===== config.mk =====
export PLATFORM = sky130hd
export DESIGN_NAME = spi_voltage_receiver
export DESIGN_NICKNAME = d
export VERILOG_FILES = /design/src/rtl/spi_voltage_receiver.sv
export SDC_FILE = /design/constraint.sdc
export NUM_CORES = 1
export LEC_CHECK = 0
export ABC_AREA = 0
export BUFFER_PORTS_ARGS = -buffer_cell sky130_fd_sc_hd__buf_4
export CAP_MARGIN = 5
export CORE_AREA = 2 2 57 59
export CTS_CLUSTER_SIZE = 10
export DETAILED_ROUTE_END_ITERATION = 8
export DIE_AREA = 0 0 59 61
export GPL_TIMING_DRIVEN = 0
export PLACE_DENSITY = 0.76
export SYNTH_ARGS = -nofsm -noshare
export SYNTH_HDL_FRONTEND = slang
export SYNTH_SLANG_ARGS = --single-unit

===== constraint.sdc =====
create_clock -name clk -period 3.2 [get_ports clk]
set_input_delay 0.48 -clock clk [delete_from_list [all_inputs] [get_ports clk]]
set_output_delay 0.48 -clock clk [all_outputs]
set_load 0.01 [all_outputs]

===== src/rtl/spi_voltage_receiver.sv =====
// SPI mode-0 slave receiver: oversamples SCLK/MOSI/SS in the clk domain and hands out one word
// per SS frame on a valid/ready port. Optional SCLK-stall abort is enabled by RX_TIMEOUT_EN.
module spi_voltage_receiver #(
    parameter int unsigned DATA_W         = 8,
    parameter int unsigned SYNC_STAGES    = 2,
    parameter int unsigned TIMEOUT_CYCLES = 1024
) (
    input  logic                         clk,
    input  logic                         reset,
    input  logic                         spi_clk,
    input  logic                         spi_mosi,
    input  logic                         spi_ss,
    output logic [DATA_W-1:0]            rx_data,
    output logic                         rx_valid,
    input  logic                         rx_ready,
    output logic                         frame_err,
    output logic                         overrun,
    output logic                         busy,
    output logic [$clog2(DATA_W+1)-1:0]  debug_bit_count
);

    localparam int unsigned CntW = $clog2(DATA_W + 1);
    localparam logic [CntW-1:0] FullCnt = CntW'(DATA_W);

    if (SYNC_STAGES < 2 || TIMEOUT_CYCLES == 0) begin : g_param_check
        $error("spi_voltage_receiver: SYNC_STAGES must be >= 2 and TIMEOUT_CYCLES > 0");
    end

    typedef enum logic [1:0] {StIdle, StShift, StCommit, StWaitSs} state_e;

    logic [SYNC_STAGES-1:0] sclk_chain_q, mosi_chain_q, ss_chain_q, fill_q;
    logic                   sclk_sync, mosi_sync, ss_sync;
    logic                   sclk_prev_q, ss_prev_q, mosi_q;
    logic                   sclk_rise_q, ss_fall_q, ss_rise_q, armed_q;

    state_e                 state_q, state_d;
    logic [DATA_W-1:0]      shift_q, shift_d, rx_data_q, rx_data_d;
    logic [CntW-1:0]        count_q, count_d;
    logic                   too_many_q, too_many_d;
    logic                   rx_valid_q, rx_valid_d;
    logic                   frame_err_q, frame_err_d, overrun_q, overrun_d;

`ifdef RX_TIMEOUT_EN
    localparam int unsigned TmrW = $clog2(TIMEOUT_CYCLES + 1);
    localparam logic [TmrW-1:0] TmrLast = TmrW'(TIMEOUT_CYCLES - 1);
    logic [TmrW-1:0] timer_q, timer_d;
`endif

    assign sclk_sync = sclk_chain_q[SYNC_STAGES-1];
    assign mosi_sync = mosi_chain_q[SYNC_STAGES-1];
    assign ss_sync   = ss_chain_q[SYNC_STAGES-1];

    // fill_q marks when the chains hold real pin samples rather than their reset presets, so a
    // preset SS=1 cannot arm the receiver while the pin is actually low.
    always_ff @(posedge clk or negedge reset) begin
        if (!reset) begin
            sclk_chain_q <= '0;
            mosi_chain_q <= '0;
            ss_chain_q   <= '1;
            fill_q       <= '0;
            sclk_prev_q  <= 1'b0;
            ss_prev_q    <= 1'b1;
            mosi_q       <= 1'b0;
            sclk_rise_q  <= 1'b0;
            ss_fall_q    <= 1'b0;
            ss_rise_q    <= 1'b0;
            armed_q      <= 1'b0;
        end else begin
            sclk_chain_q <= {sclk_chain_q[SYNC_STAGES-2:0], spi_clk};
            mosi_chain_q <= {mosi_chain_q[SYNC_STAGES-2:0], spi_mosi};
            ss_chain_q   <= {ss_chain_q[SYNC_STAGES-2:0], spi_ss};
            fill_q       <= {fill_q[SYNC_STAGES-2:0], 1'b1};
            sclk_prev_q  <= sclk_sync;
            ss_prev_q    <= ss_sync;
            mosi_q       <= mosi_sync;
            sclk_rise_q  <= sclk_sync & ~sclk_prev_q;
            ss_fall_q    <= ss_prev_q & ~ss_sync;
            ss_rise_q    <= ss_sync & ~ss_prev_q;
            armed_q      <= armed_q | (ss_sync & fill_q[SYNC_STAGES-1]);
        end
    end

    always_ff @(posedge clk or negedge reset) begin
        if (!reset) begin
            state_q     <= StIdle;
            shift_q     <= '0;
            count_q     <= '0;
            too_many_q  <= 1'b0;
            rx_data_q   <= '0;
            rx_valid_q  <= 1'b0;
            frame_err_q <= 1'b0;
            overrun_q   <= 1'b0;
`ifdef RX_TIMEOUT_EN
            timer_q     <= '0;
`endif
        end else begin
            state_q     <= state_d;
            shift_q     <= shift_d;
            count_q     <= count_d;
            too_many_q  <= too_many_d;
            rx_data_q   <= rx_data_d;
            rx_valid_q  <= rx_valid_d;
            frame_err_q <= frame_err_d;
            overrun_q   <= overrun_d;
`ifdef RX_TIMEOUT_EN
            timer_q     <= timer_d;
`endif
        end
    end

    always_comb begin
        state_d     = state_q;
        shift_d     = shift_q;
        count_d     = count_q;
        too_many_d  = too_many_q;
        rx_data_d   = rx_data_q;
        rx_valid_d  = rx_valid_q;
        frame_err_d = 1'b0;
        overrun_d   = 1'b0;
`ifdef RX_TIMEOUT_EN
        timer_d     = timer_q;
`endif
        if (rx_valid_q && rx_ready) begin
            rx_valid_d = 1'b0;
        end

        case (state_q)
            StIdle: begin
                if (ss_fall_q && armed_q) begin
                    state_d    = StShift;
                    shift_d    = '0;
                    count_d    = '0;
                    too_many_d = 1'b0;
`ifdef RX_TIMEOUT_EN
                    timer_d    = '0;
`endif
                end
            end
            StShift: begin
                // SS release takes priority over a coincident SCLK edge.
                if (ss_rise_q) begin
                    if (count_q == FullCnt && !too_many_q) begin
                        state_d = StCommit;
                    end else begin
                        frame_err_d = 1'b1;
                        state_d     = StIdle;
                    end
                end else if (sclk_rise_q) begin
                    shift_d = {shift_q[DATA_W-2:0], mosi_q};
                    if (count_q == FullCnt) begin
                        too_many_d = 1'b1;
                    end else begin
                        count_d = count_q + 1'b1;
                    end
`ifdef RX_TIMEOUT_EN
                    timer_d = '0;
                end else if (timer_q == TmrLast) begin
                    frame_err_d = 1'b1;
                    state_d     = StWaitSs;
                end else begin
                    timer_d = timer_q + 1'b1;
`endif
                end
            end
            StCommit: begin
                state_d = StIdle;
                if (rx_valid_q && !rx_ready) begin
                    overrun_d = 1'b1;
                end else begin
                    rx_data_d  = shift_q;
                    rx_valid_d = 1'b1;
                end
            end
`ifdef RX_TIMEOUT_EN
            StWaitSs: begin
                if (ss_sync) begin
                    state_d = StIdle;
                end
            end
`endif
            default: state_d = StIdle;
        endcase
    end

    assign rx_data         = rx_data_q;
    assign rx_valid        = rx_valid_q;
    assign frame_err       = frame_err_q;
    assign overrun         = overrun_q;
    assign busy            = (state_q != StIdle);
    assign debug_bit_count = (state_q == StShift) ? count_q : '0;

endmodule


==> out/qor.csv, run 1 <==
stage,metric,value,unit
floorplanning,row count,20,
timing,Slew headroom,66.5,%
timing,worst hold slack,83.2,ps
power_and_ir_drop,Int Pwr,849,uW
timing,Peak Freq,0.475,GHz
placement,DP HPWL,1610,um
synth,Yosys cell types,26,
synth,number of synthesized register bits,41,
timing,Hold Fails Final Rpt,0,
power_and_ir_drop,Leakage,0.968,nW
placement,area post-placement,1800,sq um
flow_run,Max-Cap Viols,0,
timing,Setup Total Neg Slack,0,ps
placement,PortBufs,21,
clocking,PostCTS Resize Cnt,0,
worst_setup_path,kind of critical path,reg2out,
drt,DRT Pass-1 Iters,4,
drt,ANT nets after route,0,
global_route,M2 GR Usage,25.9,%
clocking,"Hold-fix buffers, CTS",0,
clocking,CTS buffer count,5,
timing,Clock Skew,2.61,ps
power_and_ir_drop,Combinational Power Share,16.5,%
worst_setup_path,Worst Setup Start Kind,flop,
worst_setup_path,Worst Reg-to-Reg Cells,4,
finish,Final Instance Area,1890,sq um
timing,final setup slack of the worst path,1100,ps
clocking,clk root buf,clkbuf_4,
placement,placed insts,172,
drt,DR vias/cell,5.03,
global_route,first-pass GRT wire length,4130,um
timing,Slew @ Worst Pin,502,ps
clocking,setup bufs post-CTS,0,
synth,cell count after synthesis,118,
clocking,"Clk pin slew, worst setup/hold paths",110,ps
timing,RSZ-0062 raised after global routing,no,
worst_setup_path,Slowest cell on crit path,dfrtp_1,
floorplanning,core area,2950,sq um
synth,Synth Cell Area,1600,sq um
clocking,htree depth,2,
worst_setup_path,CP required,2720,ps
min_path,Hold Path Class,in2async,
power_and_ir_drop,Psw,299,uW
power_and_ir_drop,sequential power share,53.5,%
global_route,gr busiest metal,met2,
global_route,met3 Use GR,5.33,%
drt,final WL,2370,um
power_and_ir_drop,VDD IR max,323,uV
worst_setup_path,Critical Path Max Stage Delay,410,ps
global_route,largest net degree at the start of global routing,42,
clocking,Sink Count,41,
finish,# diodes,0,
worst_setup_path,Worst path depth,4,
power_and_ir_drop,P per Cell Area,609,nW/um^2
drt,via count,906,
finish,share of layout cells above drive strength 1,32.7,%
synth,Synthesized Nets,126,
clocking,TritonCTS clock tree,built,
finish,register area,1030,sq um
global_route,total track usage,15.7,%
floorplanning,io pins,22,
timing,Slew Limit Fails,0,
finish,# fillers,242,
global_route,vias in the first global route,939,
synth,post-synthesis sequential area ratio,64.3,%
floorplanning,die width,59,um
floorplanning,Initial Utilization,54.2,%
synth,Avg Inst Size Synth,13.6,sq um
worst_setup_path,worst-path cell chain,"nor2b_1, buf_2, and2_1, buf_4",
worst_setup_path,worst-path fanout max,10,
finish,net count reported at finish,154,
worst_setup_path,crit path DAT,1620,ps
global_route,M1 GR Usage,19.0,%
floorplanning,die area,3600,sq um
power_and_ir_drop,Clk pwr share,30.0,%
clocking,CTS Buffer Depth,2,
drt,initial DRC count,30,
power_and_ir_drop,Switching Share,26.1,%
clocking,worst-skew pair later-pin latency,340,ps
power_and_ir_drop,Final Power,1.15,mW
drt,Routed wire per std cell,13.2,um
placement,Place WS,1480,ps
finish,Final Non-Filler Cells,180,
finish,"Core Util, Final",63.9,%
finish,area delta synth->final,17.7,%
outcome,outcome,finished clean,
timing,final setup fails,0,
timing,min Tclk post-route,2100,ps
global_route,total congestion overflow,0,
finish,area taken by multi-input logic gates,497,sq um
placement,GPL Wtd Cong,0.712,
global_route,initial antenna violation count,0,
synth,Ys Warns,0,
worst_setup_path,CP Capture Type,output pin,
drt,# DRC,0,
worst_setup_path,"CP delay by family, top",simple AND/OR/NAND/NOR gates,
timing,crit share post-route,65.7,%
floorplanning,die height,61,um
worst_setup_path,WP buf/inv,2,
[layout by cell type, fill, tap and decap left out, types with 2 or more instances in the layout]
| master | count |
|---|---|
| dfrtp_1 | 38 |
| buf_4 | 21 |
| buf_2 | 2 |
| clkbuf_4 | 5 |
| dfstp_2 | 3 |
| ha_1 | 2 |
| a221o_1 | 2 |
| nand2b_1 | 3 |
| o21ai_0 | 2 |
| nor2_1 | 4 |
| mux2i_1 | 10 |
| nand2_1 | 12 |
| and4b_1 | 2 |
| inv_1 | 12 |
| and2_1 | 2 |
| nor2b_1 | 5 |
| mux2_2 | 8 |
[cell usage after synthesis]
| cell | instances | area (sq um) |
|---|---|---|
| dfrtp_1 | 38 | 951 |
| inv_1 | 12 | 45.0 |
| nand2_1 | 12 | 45.0 |
| mux2i_1 | 10 | 100 |
| mux2_2 | 8 | 90.1 |
| nor2b_1 | 5 | 31.3 |
| nor2_1 | 4 | 15.0 |
| dfstp_2 | 3 | 78.8 |
| nand2b_1 | 3 | 18.8 |
| a221o_1 | 2 | 20.0 |
| and2_1 | 2 | 12.5 |
| and4b_1 | 2 | 20.0 |
| buf_2 | 2 | 10.0 |
| ha_1 | 2 | 25.0 |
| o21ai_0 | 2 | 10.0 |
| a21o_1 | 1 | 7.51 |
| a22o_2 | 1 | 10.0 |
| and4bb_4 | 1 | 16.3 |
| buf_12 | 1 | 20.0 |
| conb_1 | 1 | 3.75 |
| nand3_1 | 1 | 5.00 |
| nand4bb_4 | 1 | 27.5 |
| nor2b_4 | 1 | 13.8 |
| nor3b_1 | 1 | 7.51 |
| o311a_2 | 1 | 11.3 |
| or2_2 | 1 | 6.26 |
[worst reg2reg max path, cell delays in order, from the launching register on]
cell and delay [ps]:
dfrtp_1 430, and4bb_4 390, nor2b_4 50, buf_12 140, a221o_1 350
[power groups by stage]
| stage | Clock, mW | Sequential, mW | Combinational (mW) |
|---|---|---|---|
| after floorplan | 0 | 0.612 | 0.130 |
| after global placement | 0 | 0.618 | 0.186 |
| after detailed placement | 0 | 0.623 | 0.192 |
| after CTS | 0.357 | 0.614 | 0.194 |
| after global routing | 0.374 | 0.624 | 0.216 |
| final | 0.345 | 0.614 | 0.190 |
[area by class of cell]
| class | instances | share of cell area (%) |
|---|---|---|
| Buffer | 3 | 1.59 |
| Clock buffer | 7 | 2.92 |
| Clock inverter | 1 | 1.59 |
| Inverter | 12 | 2.39 |
| Multi-Input combinational cell | 62 | 26.3 |
| Sequential cell | 41 | 54.6 |
| Tap cell | 33 | 2.19 |
| Timing Repair Buffer | 21 | 8.36 |
[state kept, by name, indices dropped and copies added, names as in the netlist, 2 cells and up]
name and flops:
rx_data 8, fill_q 2, shift_q 8, count_q 4, ss_chain_q 2, mosi_chain_q 2
state_q 2, sclk_chain_q 2
[cells by family after synthesis]
kind of cell    Yosys count  share of synthesized area (%)
compound gates            7                           3.67
flops                    41                           64.3
mux                      18                           11.9
buf+inv                  15                           4.69
simple gates             34                           13.7
other cells               1                          0.234
fa+ha+maj                 2                           1.56
[final timing paths]
check,start,to,slack [ps]
min in group clk,spi_ss,ss_chain_q[0]$_DFF_PN1_,230
hold reg to reg,mosi_chain_q[1]$_DFF_PN0_,mosi_q$_DFF_PN0_,360
setup / recovery,state_q[0]$_DFFE_PN0P_,debug_bit_count[2],1100
max in group asynchronous,reset,ss_chain_q[0]$_DFF_PN1_,2750
hold / removal,reset,shift_q[7]$_DFFE_PN0P_,80
setup reg to reg,ss_rise_q$_DFF_PN0_,count_q[3]$_DFFE_PN0P_,1720
[metal layers]
metal  routed length [um]  share of wire [%]  vias to the layer above
met5                    0                  0                        -
met4                   39                1.6                        0
met3                  133                5.6                        5
met2                 1190                 50                       21
met1                 1010                 43                      439
li1                     -                  -                      441
(Power assumes the default switching activity.)
==> run 2, diff against run 1 <==
Settings changed: CORE_AREA 2 2 57 59 to 2 2 60 62, DIE_AREA 0 0 59 61 to 0 0 62 64, PLACE_DENSITY 0.76 to 0.72.
Clock period 3.2 ns to 1.7 ns, I/O delays scaled along.
==> run 2 against run 1 <==
Worst hold slack better by 110 ps. Critical path depth unchanged. Sequential share of layout area down 2.0 points. Core utilization down 4.2 points. Global-route usage down 2.2 points. Count of clock-buffer cells in the layout up 1. Routed wire length down 1.7%. Sequential power up 87%. Design area up 4.0%. Clock skew up 12 ps. Die area up 10%. Critical endpoint unchanged.
==> out/qor.csv, run 2 (same netlist as run 1, synthesis figures left out) <==
stage,metric,value,unit,change
floorplanning,die area,3970,sq um,+10%
clocking,clk root buf,clkbuf_4,,
finish,"commonest non-fill, non-tap cell in the layout",dfrtp_1,,
worst_setup_path,Worst Reg-to-Reg Cells,5,,+1
drt,final WL,2330,um,-1.7%
worst_setup_path,worst-path fanout max,6,,-4
finish,"leading cell types in the layout, fill and taps excluded","37 x dfrtp_1, 25 x buf_4, 12 x inv_1, 12 x nand2_1, 10 x mux2i_1",,
worst_setup_path,kind of critical path,reg2out,,
clocking,htree depth,2,,unchanged
min_path,Hold Path Class,in2reg,,
floorplanning,io pins,22,,unchanged
worst_setup_path,CP Capture Type,output pin,,
power_and_ir_drop,Int Pwr,1.49,mW,+75%
global_route,initial antenna violation count,0,,unchanged
clocking,"Clk pin slew, worst setup/hold paths",110,ps,about the same
floorplanning,die height,64,um,+4.9%
worst_setup_path,crit path DAT,1350,ps,-270 ps
worst_setup_path,CP required,1440,ps,-1280 ps
timing,Setup Total Neg Slack,0,ps,unchanged
worst_setup_path,reg2reg end,count_q[3]$_DFFE_PN0P_,,
flow_run,Max-Cap Viols,0,,unchanged
global_route,largest net degree at the start of global routing,42,,unchanged
clocking,TritonCTS clock tree,built,,
finish,net count reported at finish,162,,+5.2%
min_path,worst hold path depth,3,,
drt,DR vias/cell,4.73,,-6.0%
power_and_ir_drop,sequential power share,56.4,%,+2.9 points
timing,min Tclk post-route,1600,ps,
power_and_ir_drop,P per Cell Area,1040,nW/um^2,+71%
timing,Hold Fails Final Rpt,0,,unchanged
finish,# diodes,0,,unchanged
drt,ANT nets after route,0,,unchanged
min_path,hold endpoint,overrun$_DFF_PN0_,,
timing,Slew Limit Fails,0,,unchanged
clocking,worst-skew pair later-pin latency,340,ps,about the same
power_and_ir_drop,Psw,552,uW,+84%
power_and_ir_drop,VDD IR max,683,uV,+110%
worst_setup_path,R2R Path Start,state_q[1]$_DFFE_PN0P_,,
power_and_ir_drop,Clk pwr share,23.9,%,-6.1 points
global_route,vias in the first global route,896,,-4.6%
timing,Slew headroom,66.6,%,+0.12 points
drt,# DRC,0,,unchanged
global_route,total track usage,13.5,%,-2.2 points
worst_setup_path,WP buf/inv,2,,unchanged
finish,# fillers,284,,+17%
timing,crit share post-route,94.2,%,
worst_setup_path,Critical Path Max Stage Delay,450,ps,+40 ps
floorplanning,die width,62,um,+5.1%
worst_setup_path,Worst Setup Start Kind,flop,,
drt,initial DRC count,25,,-17%
min_path,HP Start,rx_ready,,
clocking,CTS Buffer Depth,2,,unchanged
timing,RSZ-0062 raised after global routing,no,,
timing,Slew @ Worst Pin,500,ps,-1.77 ps
floorplanning,Initial Utilization,48.8,%,-5.5 points
finish,area delta synth->final,22.4,%,
floorplanning,core area,3280,sq um,+11%
timing,final setup fails,0,,unchanged
power_and_ir_drop,Switching Share,27.1,%,+0.99 points
power_and_ir_drop,Combinational Power Share,19.7,%,+3.2 points
placement,GPL Wtd Cong,0.751,,+5.5%
placement,DP HPWL,1590,um,-1.1%
worst_setup_path,"CP delay by family, top",flip-flops,,
timing,Peak Freq,0.624,GHz,
drt,DRT Pass-1 Iters,4,,unchanged
global_route,first-pass GRT wire length,3890,um,-5.7%
finish,Final Non-Filler Cells,201,,+12%
worst_setup_path,worst-path cell chain,"nor2b_4, buf_6, and2_1, buf_4",,
clocking,Sink Count,41,,unchanged
placement,PortBufs,21,,unchanged
outcome,outcome,finished clean,,
placement,placed insts,185,,+7.6%
global_route,total congestion overflow,0,,unchanged
finish,share of layout cells above drive strength 1,34.2,%,+1.5 points
timing,Clock Skew,14.3,ps,+11.7 ps
worst_setup_path,r2r setup slk,110,ps,-1610 ps
floorplanning,row count,21,,+5.0%
worst_setup_path,Slowest cell on crit path,dfrtp_2,,
drt,Routed wire per std cell,11.6,um,-12%
power_and_ir_drop,Leakage,0.997,nW,+3.0%
clocking,CTS buffer count,5,,unchanged
drt,via count,951,,+5.0%
==> run 2: power by group through the flow <==
stage	Clock, mW	Sequential, mW	Combinational [mW]
CTS	0.510	1.15	0.376
floorplan	0	1.15	0.244
global route	0.562	1.17	0.449
detailed placement	0	1.17	0.365
finish	0.488	1.15	0.401
global placement	0	1.16	0.351
==> run 2: worst max path at each step <==
stage	slack, ps	cells after the start	endpoint	from
finish	100	4	debug_bit_count[2]	state_q[1]$_DFFE_PN0P_
CTS	3	4	debug_bit_count[2]	state_q[1]$_DFFE_PN0P_
detailed placement	200	4	debug_bit_count[2]	state_q[0]$_DFFE_PN0P_
floorplan	340	4	count_q[2]$_DFFE_PN0P_	ss_rise_q$_DFF_PN0_
global route	20	4	debug_bit_count[2]	state_q[1]$_DFFE_PN0P_
global placement	210	4	debug_bit_count[2]	state_q[1]$_DFFE_PN0P_
==> run 2: timing repair <==
item                                    in CTS  in global routing
endpoints found under the setup margin       1                  1
gates resized for setup                      3                  2
hold endpoints to repair                    38                  3
hold buffers                                 1                  3
setup buffers                                0                  4
==> run 2: stage by stage <==
stage	power (mW)	cell area [sq um]	util (%)	setup slack, ps	hold slack [ps]
floorplan	1.40	1600	-	339	-40.6
finish	2.04	1960	59.7	98.6	194
CTS	2.04	1900	57.7	3.36	0.882
detailed placement	1.54	1820	55.3	196	260
global placement	1.51	1820	55.3	210	254
global route	2.18	1960	59.7	24.7	212
==> run 2: worst reg2reg max path: stages, from the launching register on <==
cell and delay [ps]:
dfrtp_2 450, buf_4 140, and4bb_4 340, nor2b_4 50
buf_12 140, a221o_1 350
==> run 2: cell type report <==
type	count	area [sq um]	area share, %
inverter	12	45.0	2.30
timing repair buffer	29	228	11.6
tap	46	57.6	2.94
multi-input combinational	62	504	25.7
sequential	41	1030	52.6
clock buffer	8	58.8	3.00
buffer	3	36.3	1.85
==> run 2: routing by layer <==
layer  part of all wire (%)  track usage [%]
met5                      0                0
met1                     45             16.5
met2                     47             21.0
met3                    5.1             4.05
met4                    2.4             7.18
==> run 3, diff against run 2 <==
Clock period 1.7 ns to 1.3 ns, I/O delays scaled along.
==> run 3 against run 2 <==
The flow now finishes with violations (negative setup slack). Combinational power rose by 83%. Via count grew 6.9%. Setup slack worse by 320 ps. Register-to-register slack worse by 260 ps. Critical path type unchanged.
==> out/qor.csv, run 3 (same netlist as run 1, synthesis figures left out) <==
stage,metric,value,unit,change
floorplanning,die height,64,um,unchanged
finish,net count reported at finish,171,,+5.6%
clocking,"Clk pin slew, worst setup/hold paths",110,ps,about the same
drt,final WL,2800,um,+20%
timing,Setup Total Neg Slack,-2200,ps,-2200 ps
worst_setup_path,CP Capture Type,output pin,,
power_and_ir_drop,sequential power share,52.6,%,-3.8 points
finish,register area,1030,sq um,-0.12%
global_route,total congestion overflow,0,,unchanged
timing,min Tclk post-route,1520,ps,
drt,# DRC,0,,unchanged
finish,share of layout cells above drive strength 1,43.9,%,+9.7 points
global_route,total track usage,15.3,%,+1.8 points
placement,area post-placement,1820,sq um,unchanged
timing,final setup fails,18,,+18
power_and_ir_drop,Final Power,2.90,mW,+42%
global_route,largest net degree at the start of global routing,42,,unchanged
finish,area delta synth->final,33.6,%,
floorplanning,row count,21,,unchanged
timing,Hold Fails Final Rpt,0,,unchanged
worst_setup_path,Worst Setup Start Kind,flop,,
timing,Slew @ Worst Pin,505,ps,+4.44 ps
drt,initial DRC count,39,,+56%
clocking,CTS Buffer Depth,2,,unchanged
power_and_ir_drop,Switching Share,28.5,%,+1.4 points
timing,Slew Limit Fails,0,,unchanged
floorplanning,die area,3970,sq um,unchanged
timing,Clock Skew,10.9,ps,-3.38 ps
power_and_ir_drop,P per Cell Area,1360,nW/um^2,+31%
floorplanning,core area,3280,sq um,unchanged
outcome,failing checks,negative setup slack,,
drt,DR vias/cell,4.84,,+2.4%
clocking,worst-skew pair later-pin latency,350,ps,about the same
power_and_ir_drop,Psw,827,uW,+50%
finish,Final Instance Area,2140,sq um,+9.1%
floorplanning,Initial Utilization,48.8,%,unchanged
drt,DRT Pass-1 Iters,4,,unchanged
worst_setup_path,crit path DAT,1330,ps,-20 ps
finish,"Core Util, Final",65.1,%,+5.4 points
min_path,Hold Path Class,in2reg,,
clocking,TritonCTS clock tree,built,,
timing,RSZ-0062 raised after global routing,yes,,
outcome,outcome,finished with violations,,
placement,PortBufs,21,,unchanged
power_and_ir_drop,Int Pwr,2.08,mW,+40%
floorplanning,io pins,22,,unchanged
timing,Slew headroom,66.3,%,-0.30 points
clocking,htree depth,2,,unchanged
timing,Peak Freq,0.657,GHz,
floorplanning,die width,62,um,unchanged
power_and_ir_drop,Leakage,1.10,nW,+11%
clocking,Sink Count,41,,unchanged
timing,crit share post-route,117,%,
drt,via count,1017,,+6.9%
finish,"leading cell types in the layout, fill and taps excluded","38 x dfrtp_1, 24 x buf_4, 12 x buf_6",,
flow_run,Max-Cap Viols,0,,unchanged
placement,DP HPWL,1630,um,+2.5%
timing,worst hold slack,182,ps,-12.3 ps
worst_setup_path,CP required,1110,ps,-330 ps
power_and_ir_drop,VDD IR max,811,uV,+19%
clocking,clk root buf,clkbuf_4,,
global_route,initial antenna violation count,0,,unchanged
drt,Routed wire per std cell,13.4,um,+15%
clocking,CTS buffer count,5,,unchanged
power_and_ir_drop,Combinational Power Share,25.2,%,+5.5 points
global_route,vias in the first global route,1016,,+13%
finish,# diodes,0,,unchanged
global_route,first-pass GRT wire length,4380,um,+13%
finish,area taken by multi-input logic gates,593,sq um,+18%
worst_setup_path,worst-path fanout max,3,,-3
timing,final setup slack of the worst path,-222,ps,-321 ps
finish,"commonest non-fill, non-tap cell in the layout",dfrtp_1,,
placement,GPL Wtd Cong,0.706,,-6.0%
finish,# fillers,242,,-15%
drt,ANT nets after route,0,,unchanged
worst_setup_path,kind of critical path,reg2out,,
power_and_ir_drop,Clk pwr share,22.1,%,-1.8 points
## run 3: worst paths after layout
| check | cells past startpoint | slack, ps | end | start |
|---|---|---|---|---|
| setup / recovery | 4 | -220 | debug_bit_count[3] | state_q[1]$_DFFE_PN0P_ |
| hold / removal | 3 | 180 | overrun$_DFF_PN0_ | rx_ready |
| setup reg to reg | 4 | -150 | count_q[3]$_DFFE_PN0P_ | state_q[1]$_DFFE_PN0P_ |
| hold reg to reg | 0 | 360 | fill_q[1]$_DFF_PN0_ | fill_q[0]$_DFF_PN0_ |
| max in group asynchronous | 2 | 560 | ss_prev_q$_DFF_PN1_ | reset |
| min in group asynchronous | 2 | 360 | shift_q[6]$_DFFE_PN0P_ | reset |
## run 3: worst max-delay path: stages, from the launching register on
cell and delay (ps):
dfrtp_1 450, nor2b_4 170, buf_6 120, and2_4 150, buf_6 100
## run 3: power groups by stage
stage / Clock (mW) / Combinational, mW / Sequential, mW
detailed placement: 0 / 0.486 / 1.53
CTS: 0.662 / 0.561 / 1.51
global route: 0.715 / 0.799 / 1.55
finish: 0.642 / 0.733 / 1.53
floorplan: 0 / 0.320 / 1.51
global placement: 0 / 0.460 / 1.52
## run 3: per-layer routing
layer	wire length [um]	share of wire, %	track usage, %	vias up
met5	0	0	0	-
met4	89	3.2	9.04	0
met3	107	3.8	4.25	9
met2	1370	49	23.0	22
met1	1240	44	19.1	508
li1	-	-	-	478
## run 3: metrics by stage
| step | setup slack (ps) | cells |
|---|---|---|
| after floorplan | -50.7 | 118 |
| after global placement | -126 | 185 |
| after detailed placement | -142 | 185 |
| after CTS | -260 | 202 |
| after global routing | -294 | 210 |
| final | -222 | 210 |
## run 3: layout make-up
cell class / instances / share of cell area [%]
buffer: 1 / 0.526
inverter: 12 / 2.11
timing repair buffer: 39 / 16.1
multi-input combinational: 63 / 27.7
tap: 46 / 2.69
sequential: 41 / 48.1
clock buffer: 8 / 2.75
## run 3: what timing repair did
action                                 4_1_cts  5_1_grt
gates resized for setup                     10       30
pin swaps                                    2        5
gates cloned                                 0        1
setup buffers                                5        9
setup endpoints to repair                   17       28
endpoints found under the hold margin       41        0
hold buffers                                 4        0
